### config.mk
export PLATFORM = sky130hd
export DESIGN_NAME = ps2_scancode_rx
export DESIGN_NICKNAME = d
export VERILOG_FILES = /design/src/rtl/ps2_scancode_rx.sv
export SDC_FILE = /design/constraint.sdc
export NUM_CORES = 1
export LEC_CHECK = 0
export BUFFER_PORTS_ARGS = -buffer_cell sky130_fd_sc_hd__clkbuf_2
export CORE_ASPECT_RATIO = 0.5
export CORE_MARGIN = 1
export CORE_UTILIZATION = 60
export DETAILED_ROUTE_END_ITERATION = 8
export PLACE_DENSITY = 0.78
export SYNTH_ARGS = -nofsm -noshare
export SYNTH_HDL_FRONTEND = slang
export SYNTH_SLANG_ARGS = --single-unit
### constraint.sdc
create_clock -name clk -period 3.4 [get_ports clk]
set_input_delay 0.68 -clock clk [delete_from_list [all_inputs] [get_ports clk]]
set_output_delay 0.68 -clock clk [all_outputs]
set_load 0.02 [all_outputs]
### src/rtl/ps2_scancode_rx.sv
// PS/2 keyboard receiver: synchronises the bus, deframes bytes,
// folds E0/F0 prefixes into events and buffers them in a FIFO.
module ps2_scancode_rx #(
    parameter int FIFO_DEPTH     = 8,
    parameter int SYNC_STAGES    = 3,
    parameter int TIMEOUT_CYCLES = 50000
) (
    input  logic                        clk,
    input  logic                        rst,
    input  logic                        ps2_clk,
    input  logic                        ps2_data,
    output logic                        evt_valid,
    input  logic                        evt_ready,
    output logic [7:0]                  evt_code,
    output logic                        evt_ext,
    output logic                        evt_break,
    output logic [$clog2(FIFO_DEPTH):0] fifo_count,
    output logic                        err_parity,
    output logic                        err_frame,
    output logic                        err_timeout,
    output logic                        overflow
);

    localparam int AW = $clog2(FIFO_DEPTH);
    localparam int TW = $clog2(TIMEOUT_CYCLES + 1);

    typedef enum logic [1:0] {IDLE, DATA, PARITY, STOP} state_t;

    logic [SYNC_STAGES-1:0] clk_sync;
    logic [SYNC_STAGES-1:0] dat_sync;
    logic                   clk_prev;
    logic                   fall;
    logic                   bit_in;

    state_t         state;
    state_t         state_nx;
    logic [7:0]     shreg;
    logic [2:0]     bit_idx;
    logic           par_bit;
    logic [TW-1:0]  timer;
    logic           tmo;
    logic           byte_ok;
    logic           perr;
    logic           ferr;
    logic           terr;

    logic           byte_vld;
    logic [7:0]     byte_q;
    logic           ext_f;
    logic           brk_f;
    logic           push;
    logic           pop;
    logic           wr;
    logic           full;
    logic [AW-1:0]  wptr;
    logic [AW-1:0]  rptr;
    logic [9:0]     mem [FIFO_DEPTH];
    logic [9:0]     head;

    assign fall   = clk_prev & ~clk_sync[SYNC_STAGES-1];
    assign bit_in = dat_sync[SYNC_STAGES-1];

    // Synchronisers idle high so reset looks like a quiet bus
    always_ff @(posedge clk or negedge rst) begin
        if (!rst) begin
            clk_sync <= '1;
            dat_sync <= '1;
            clk_prev <= 1'b1;
        end else begin
            clk_sync <= {clk_sync[SYNC_STAGES-2:0], ps2_clk};
            dat_sync <= {dat_sync[SYNC_STAGES-2:0], ps2_data};
            clk_prev <= clk_sync[SYNC_STAGES-1];
        end
    end

    // Frame state register
    always_ff @(posedge clk or negedge rst) begin
        if (!rst) state <= IDLE;
        else      state <= state_nx;
    end

    assign tmo = (state != IDLE) && !fall &&
                 (timer == TW'(TIMEOUT_CYCLES - 1));

    // Next state and per-frame result strobes
    always_comb begin
        state_nx = state;
        byte_ok  = 1'b0;
        perr     = 1'b0;
        ferr     = 1'b0;
        terr     = 1'b0;
        if (tmo) begin
            state_nx = IDLE;
            terr     = 1'b1;
        end else if (fall) begin
            unique case (state)
                IDLE:   if (!bit_in) state_nx = DATA;
                DATA:   if (bit_idx == 3'd7) state_nx = PARITY;
                PARITY: state_nx = STOP;
                STOP: begin
                    state_nx = IDLE;
                    if (!bit_in)                   ferr    = 1'b1;
                    else if (!(^{shreg, par_bit})) perr    = 1'b1;
                    else                           byte_ok = 1'b1;
                end
                default: state_nx = IDLE;
            endcase
        end
    end

    // Bit shifter, parity capture and inter-edge watchdog
    always_ff @(posedge clk or negedge rst) begin
        if (!rst) begin
            shreg   <= '0;
            bit_idx <= '0;
            par_bit <= 1'b0;
            timer   <= '0;
        end else begin
            if (fall || state == IDLE) timer <= '0;
            else                       timer <= timer + 1'b1;
            if (fall && state == IDLE) bit_idx <= '0;
            if (fall && state == DATA) begin
                shreg   <= {bit_in, shreg[7:1]};
                bit_idx <= bit_idx + 1'b1;
            end
            if (fall && state == PARITY) par_bit <= bit_in;
        end
    end

    // Register completed byte and error pulses one cycle
    always_ff @(posedge clk or negedge rst) begin
        if (!rst) begin
            byte_vld    <= 1'b0;
            byte_q      <= '0;
            err_parity  <= 1'b0;
            err_frame   <= 1'b0;
            err_timeout <= 1'b0;
        end else begin
            byte_vld    <= byte_ok;
            err_parity  <= perr;
            err_frame   <= ferr;
            err_timeout <= terr;
            if (byte_ok) byte_q <= shreg;
        end
    end

    // Prefix flags; any receive error drops a half-built sequence
    always_ff @(posedge clk or negedge rst) begin
        if (!rst) begin
            ext_f <= 1'b0;
            brk_f <= 1'b0;
        end else if (err_parity | err_frame | err_timeout) begin
            ext_f <= 1'b0;
            brk_f <= 1'b0;
        end else if (byte_vld) begin
            if (byte_q == 8'hE0) begin
                ext_f <= 1'b1;
            end else if (byte_q == 8'hF0) begin
                brk_f <= 1'b1;
            end else begin
                ext_f <= 1'b0;
                brk_f <= 1'b0;
            end
        end
    end

    assign push = byte_vld && byte_q != 8'hE0 && byte_q != 8'hF0;
    assign full = fifo_count == (AW + 1)'(FIFO_DEPTH);
    assign evt_valid = fifo_count != '0;
    assign pop  = evt_valid & evt_ready;
    assign wr   = push & (~full | pop);
    assign overflow = push & full & ~pop;

    // Event storage; contents only visible while counted valid
    always_ff @(posedge clk) begin
        if (wr) mem[wptr] <= {byte_q, ext_f, brk_f};
    end

    // Pointers wrap naturally at the power-of-two depth
    always_ff @(posedge clk or negedge rst) begin
        if (!rst) begin
            wptr       <= '0;
            rptr       <= '0;
            fifo_count <= '0;
        end else begin
            if (wr)  wptr <= wptr + 1'b1;
            if (pop) rptr <= rptr + 1'b1;
            if (wr && !pop)      fifo_count <= fifo_count + 1'b1;
            else if (!wr && pop) fifo_count <= fifo_count - 1'b1;
        end
    end

    assign head      = mem[rptr];
    assign evt_code  = evt_valid ? head[9:2] : 8'h00;
    assign evt_ext   = evt_valid & head[1];
    assign evt_break = evt_valid & head[0];

endmodule
Word level (Yosys, flattened, before mapping)
Memory sizes are Yosys's and may differ from the RTL's.
Index checks and enable logic that the tools add are counted.

storage, ports and cells
  flip-flop bits (word level) = 61
  memory bits (writable) = 80
  bits of input ports = 5
  output and inout bits = 19
  word-level logic and storage cells = 112
  memories kept = 1

operators by class
  add/subtract/negate cells = 6
  equal/unequal tests = 14
  muxes and demuxes = 36
  bitwise gates (word level) = 13
  reduce and logical (&&, ||, !) cells = 24

memory list
  name  depth  bits a word  rd ports  clocked after Yosys merged registers in  wr ports  RTL line  text
  mem   8      10           1         0                                        1         57        logic [9:0] mem [FIFO_DEPTH];

operators by type and width
  kind                                                                 number
  1-bit 2-to-1 mux                                                     25
  16-bit by 1-bit adder with 16-bit output (second input constant)     1
  16-bit == test (second input constant)                               1
  8-bit == test (second input constant)                                2
  16-bit 2-to-1 mux                                                    1
  8-bit inequality test (second input constant)                        2
  2-bit nonzero test                                                   5
  3-bit by 1-bit adder with 3-bit output (second input constant)       3
  1-bit logical AND                                                    9
  3-bit inequality test (second input constant)                        3
  9-bit XOR reduction                                                  1
  2-bit 2-to-1 mux                                                     4
  4-bit 2-to-1 mux                                                     2
  8-bit 2-to-1 mux                                                     1
  2-bit one-hot mux with 4 select lines                                1
  1-bit AND                                                            7
  3-bit 2-to-1 mux                                                     2
  4-bit by 1-bit adder with 4-bit output (second input constant)       1
  2-bit == test (second input constant)                                2
  4-bit == test (second input constant)                                1
  2-bit AND reduction                                                  2
  4-bit nonzero test                                                   1
  4-bit by 1-bit subtractor with 4-bit output (second input constant)  1
  3-bit == test (second input constant)                                1
  8 further kinds                                                      14

Logic depth before layout (Yosys ltp)
  depth after elaboration = 8
  mapped depth = 12
  mapped depth without buffers = 11

Worst setup path before layout
Ideal clock, no wire load.

  path kind = register to register
  start = register byte_q[2]
  end = register fifo_count[3]
  setup time = 0.133 ns
  arrival time = 2.413 ns
  required time = 3.267 ns
  path slack = 0.854 ns
  stages on the path, launching flop included = 13
  buffers on the path = 1
  period minus slack after synthesis = 2.546 ns
  path through = dfrtp_1 nand4b_1 o41ai_1 nor2b_1 clkbuf_1 ha_1 inv_1 ha_1 a21o_1 a21oi_1 xnor2_1 nor2_1 xor2_1

on the way
  cells in the longest elaborated chain, start to end = 7
  elaborated cells between the ends (all ways) = 10
  those cells by class = eq/ne: 2; mux: 1; bitwise: 1; reduce/logical: 6

ends and longest elaborated chain
  element                              RTL line  text
  start: declaration                   48        logic [7:0] byte_q;
  start signal: assignment             143       if (byte_ok) byte_q <= shreg;
  8-bit inequality test                167       assign push = byte_vld && byte_q != 8'hE0 && byte_q != 8'hF0;
  1-bit logical AND                    167
  1-bit logical AND (*)                167
  1-bit AND (*)                        171       assign wr = push & (~full | pop);
  via wr                               53        logic wr;
  1-bit zero test                      189       else if (!wr && pop) fifo_count <= fifo_count - 1'b1;
  1-bit logical AND                    189
  2-bit nonzero test (no source line)  n/a
  end signal: assignment               188       if (wr && !pop) fifo_count <= fifo_count + 1'b1;
  end signal: assignment               189
  end: declaration                     17        output logic [$clog2(FIFO_DEPTH):0] fifo_count,

The timed path passes the listed nets; every way through them passes the cells marked *.
A chain may end at the register's enable or synchronous reset.

Worst setup path in the final report
  start = register byte_q[2]
  end = register fifo_count[3]

on the way
  cells in the longest elaborated chain, start to end = 7
  elaborated cells between the ends (all ways) = 10
  those cells by class = eq/ne: 2; mux: 1; bitwise: 1; reduce/logical: 6

ends and longest elaborated chain
  element                              RTL line
  8-bit inequality test                167
  1-bit logical AND                    167
  1-bit logical AND (*)                167
  1-bit AND (*)                        171
  1-bit zero test                      189
  1-bit logical AND                    189
  2-bit nonzero test (no source line)  n/a

Mark *: on every way between the ends. The rest lies on a longest branch, timed or not.

==> run summary <==
* share of total power consumed by net switching: 0.3116
* routed wire length per instance: 20.47 um
* drt first pass iters: 5
* vertical extent of the die: 71.63 um
* warnings from Yosys: 0
* count of nets left with antenna violations after detail routing: 0
* DRC violation count after routing: 0
* number of sinks driven by the clock tree: 141
* most common cell in the synthesized netlist: sky130_fd_sc_hd__edfxtp_1
* status: completed
* gate count after technology mapping: 374
* fraction of power consumed by the clock network: 0.321
* 1st-iter DRT viols: 252
* number of failing setup endpoints in the final timing report: 0
* Synth top area share: 0.4130
* Max clock buf depth: 2
* unrepaired setup endpoints after global routing: no
* Initial Utilization: 0.6435
* leakage power total: 2.533 nW
* Worst EP required: 3690 ps
* clock insertion delay at the later pin of the skew report: 410 ps
* portion of the post-synthesis area used by sequential elements: 0.6769
* largest net degree at the start of global routing: 29
* Non-Filler Cell Area, Final: 6756 um2
* Layout Nets: 437
* number of antenna violations at the first check in global routing: 0
* clock transition at the registers of the reported paths: 60 ps
* final number of max-transition violations: 0
* number of global-route vias before repair: 3481
* launch point of the critical path: byte_q[2]$_DFFE_PN0P_
* Critical R2R Launch: byte_q[2]$_DFFE_PN0P_
* Fin Setup TNS: 0 ps
* count of hold buffers inserted by post-cts repair: 0
* weighted congestion at the end of routability-driven global placement: 0.8453
* overall die area: 10120 um2
* post-layout util: 0.7475
* number of different library cells in the post-synthesis netlist: 38
* final worst hold slack: 329.6 ps
* Data arrival, critical path: 3300 ps
* area of placed instances: 6173 um2
* Post-synth top cells: 80 x sky130_fd_sc_hd__edfxtp_1, 54 x sky130_fd_sc_hd__dfrtp_1, 36 x sky130_fd_sc_hd__nor2_1
* number of CTS-inserted buffers: 17
* kind of critical path: flip-flop to flip-flop
* slowest stage cell on the critical path: sky130_fd_sc_hd__o41ai_1
* CP Max Fanout: 10
* #FFs+latches synth: 141
* Synth async-reset ratio: 0.4326
* Placed Instances: 530
* number of fill cells in the layout: 532
* Setup Fix Bufs, Post-CTS: 0
* H-tree levels: 4
* area overhead of the layout relative to synthesis: 16.15%
* maximum achievable frequency: 0.3320 GHz
* final-report hold violation count: 0
* vias per cell: 5.945
* clock period minus final worst setup slack: 3012 ps
* Overflow after GRT: 0
* Antenna Diode Count: 0
* Critical Path Start Type: flip-flop
* relative contribution of sequential cells to total power: 0.414
* most used cell along the critical path: sky130_fd_sc_hd__ha_1
* type of the worst min-delay path: input pin to asynchronous set/reset pin
* Pint: 3.911 mW
* number of max-capacitance violations reported: 0
* power density normalized to cell area: 840.9 nW/um2
* Tot GR Track Use: 0.2591
* actual slew at the worst max-slew pin: 780.2 ps
* core region area: 9039 um2
* drt total wl: 11500 um
* share of power burned in combinational logic: 0.266
* number of synthesized flops with an enable pin: 80
* cell taking the most area after synthesis: sky130_fd_sc_hd__edfxtp_1
* fraction of layout cells with a size suffix above 1: 0.2593
* number of vias after detailed routing: 3341
* nets in the synthesized netlist: 392
* cells along the critical path: nand4b_1 > o41ai_1 > nor2b_1 > ha_1 > inv_1 > ha_1 > a21o_1 > a21oi_1 > xnor2_1 > nor2_1 > xor2_1
* Peak supply drop: 0.4143 mV
* TritonCTS clock tree: yes
* post-synthesis average cell area: 15.55 um2
* post-route fraction of the period consumed by the critical path: 0.8860
* Root Buffer: sky130_fd_sc_hd__clkbuf_16
* top-level I/O count: 24
* horizontal die dimension: 141.2 um
* first-pass GRT wire length: 18630 um
* standard-cell rows: 24
* post-CTS resize count: 0
* reported net switching power: 1.770 mW
* leading cell types by total area after synthesis: sky130_fd_sc_hd__edfxtp_1 41%, sky130_fd_sc_hd__dfrtp_1 23%, sky130_fd_sc_hd__mux4_2 7.7%
* remaining max-slew budget at the tightest pin: 0.4788
* port buffer count: 23
* DPL Wire Length: 7063 um
* Primary FF master, synth: sky130_fd_sc_hd__edfxtp_1
* Critical Path End Type: flip-flop
* clock skew: 7.408 ps
* final cell count without fillers: 562
* stage delay of the slowest cell on the critical path: 570 ps
* Post-Synthesis Cell Area: 5817 um2
-- flip-flops by register name, summed over array words and instances, names as in the netlist, 2 cells and up --
signal,count
mem,80
timer,16
shreg,8
bit_idx,3
state,2
clk_sync,3
dat_sync,3
fifo_count,4
wptr,3
byte_q,8
rptr,3
-- kinds of logic (layout without fill, tap and decap cells) --
kind of cell / after synthesis / in the layout / share of synthesized area
fa+ha+maj: 13 / 13 / 0.02925
mux: 49 / 49 / 0.1334
compound gates: 28 / 28 / 0.02818
xor+xnor: 26 / 26 / 0.04044
buf+inv: 19 / 77 / 0.01291
flops: 141 / 141 / 0.6769
simple gates: 98 / 98 / 0.07894
-- area by class of cell --
cell class                 count  area [um2]  area share
tap                          130       162.7     0.02407
inverter                       8       30.03    0.004444
clock buffer                  26       499.2     0.07389
multi-input combinational    214        1810      0.2680
clock inverter                 6       83.83     0.01241
timing repair buffer          37       232.7     0.03444
sequential                   141        3938      0.5828
-- metrics by stage --
step / worst slack [ps] / power [mW]
6_report: 387.6 / 5.681
5_1_grt: 142.2 / 5.948
4_1_cts: 369.7 / 5.707
3_5_place_dp: 395.2 / 3.860
3_3_place_gp: 575.3 / 3.783
2_1_floorplan: 854.0 / 3.409
-- critical path, delay by kind of cell (launching register included) --
kind / cells / cell delay [ps]
AO/OA/AOI/OAI: 3 / 950
XOR/XNOR: 2 / 280
adder cells (fa/ha/maj): 2 / 540
buffers and inverters: 1 / 130
flip-flops: 1 / 470
AND/OR/NAND/NOR: 3 / 530
-- path summary, 6_finish.rpt --
path                                              to  slack [ps]  cells after the start
hold / removal                bit_idx[0]$_DFFE_PN0P_         330                      1
setup / recovery           fifo_count[3]$_DFFE_PN0P_         390                     11
max in group asynchronous         byte_vld$_DFF_PN0_        2050                      3
min in group clk               dat_sync[1]$_DFF_PN1_         350                      0
hold reg to reg                dat_sync[1]$_DFF_PN1_         350                      0
setup reg to reg           fifo_count[3]$_DFFE_PN0P_         390                     11
-- placed cells by master (no fill, tap or decap), drive strengths merged --
cell type,instances
o21ai,14
clkinv,2
a41oi,1
nor3b,1
edfxtp,80
mux2,18
mux2i,11
dfstp,7
fa,1
buf,14
nor2b,5
nor2,36
nand3,9
nor4,3
dfrtp,54
ha,12
a21oi,8
clkbuf,49
nand3b,1
xnor2,19
nor3,6
a32o,2
o41ai,1
nand2b,4
inv,8
o22a,1
a21o,1
clkinvlp,2
bufinv,2
or2,1
nand4b,1
xor2,7
mux4,20
and3,1
nand4,4
or3,4
nand2,21
and4,1
-- power by group through the flow --
stage	Sequential (mW)	Clock [mW]	Combinational (mW)
2_1_floorplan	2.26	0	1.15
3_3_place_gp	2.35	0	1.43
3_5_place_dp	2.37	0	1.49
4_1_cts	2.34	1.84	1.53
5_1_grt	2.38	1.91	1.65
6_report	2.35	1.82	1.51
-- metal layers --
layer,vias to the layer above,GRT usage,share of wire
li1,1477,-,-
met3,16,0.08289,0.070
met2,152,0.4235,0.50
met1,1696,0.3410,0.42
met5,-,0,0
met4,0,0.07488,0.010
Power figures use the tool's default switching activity.
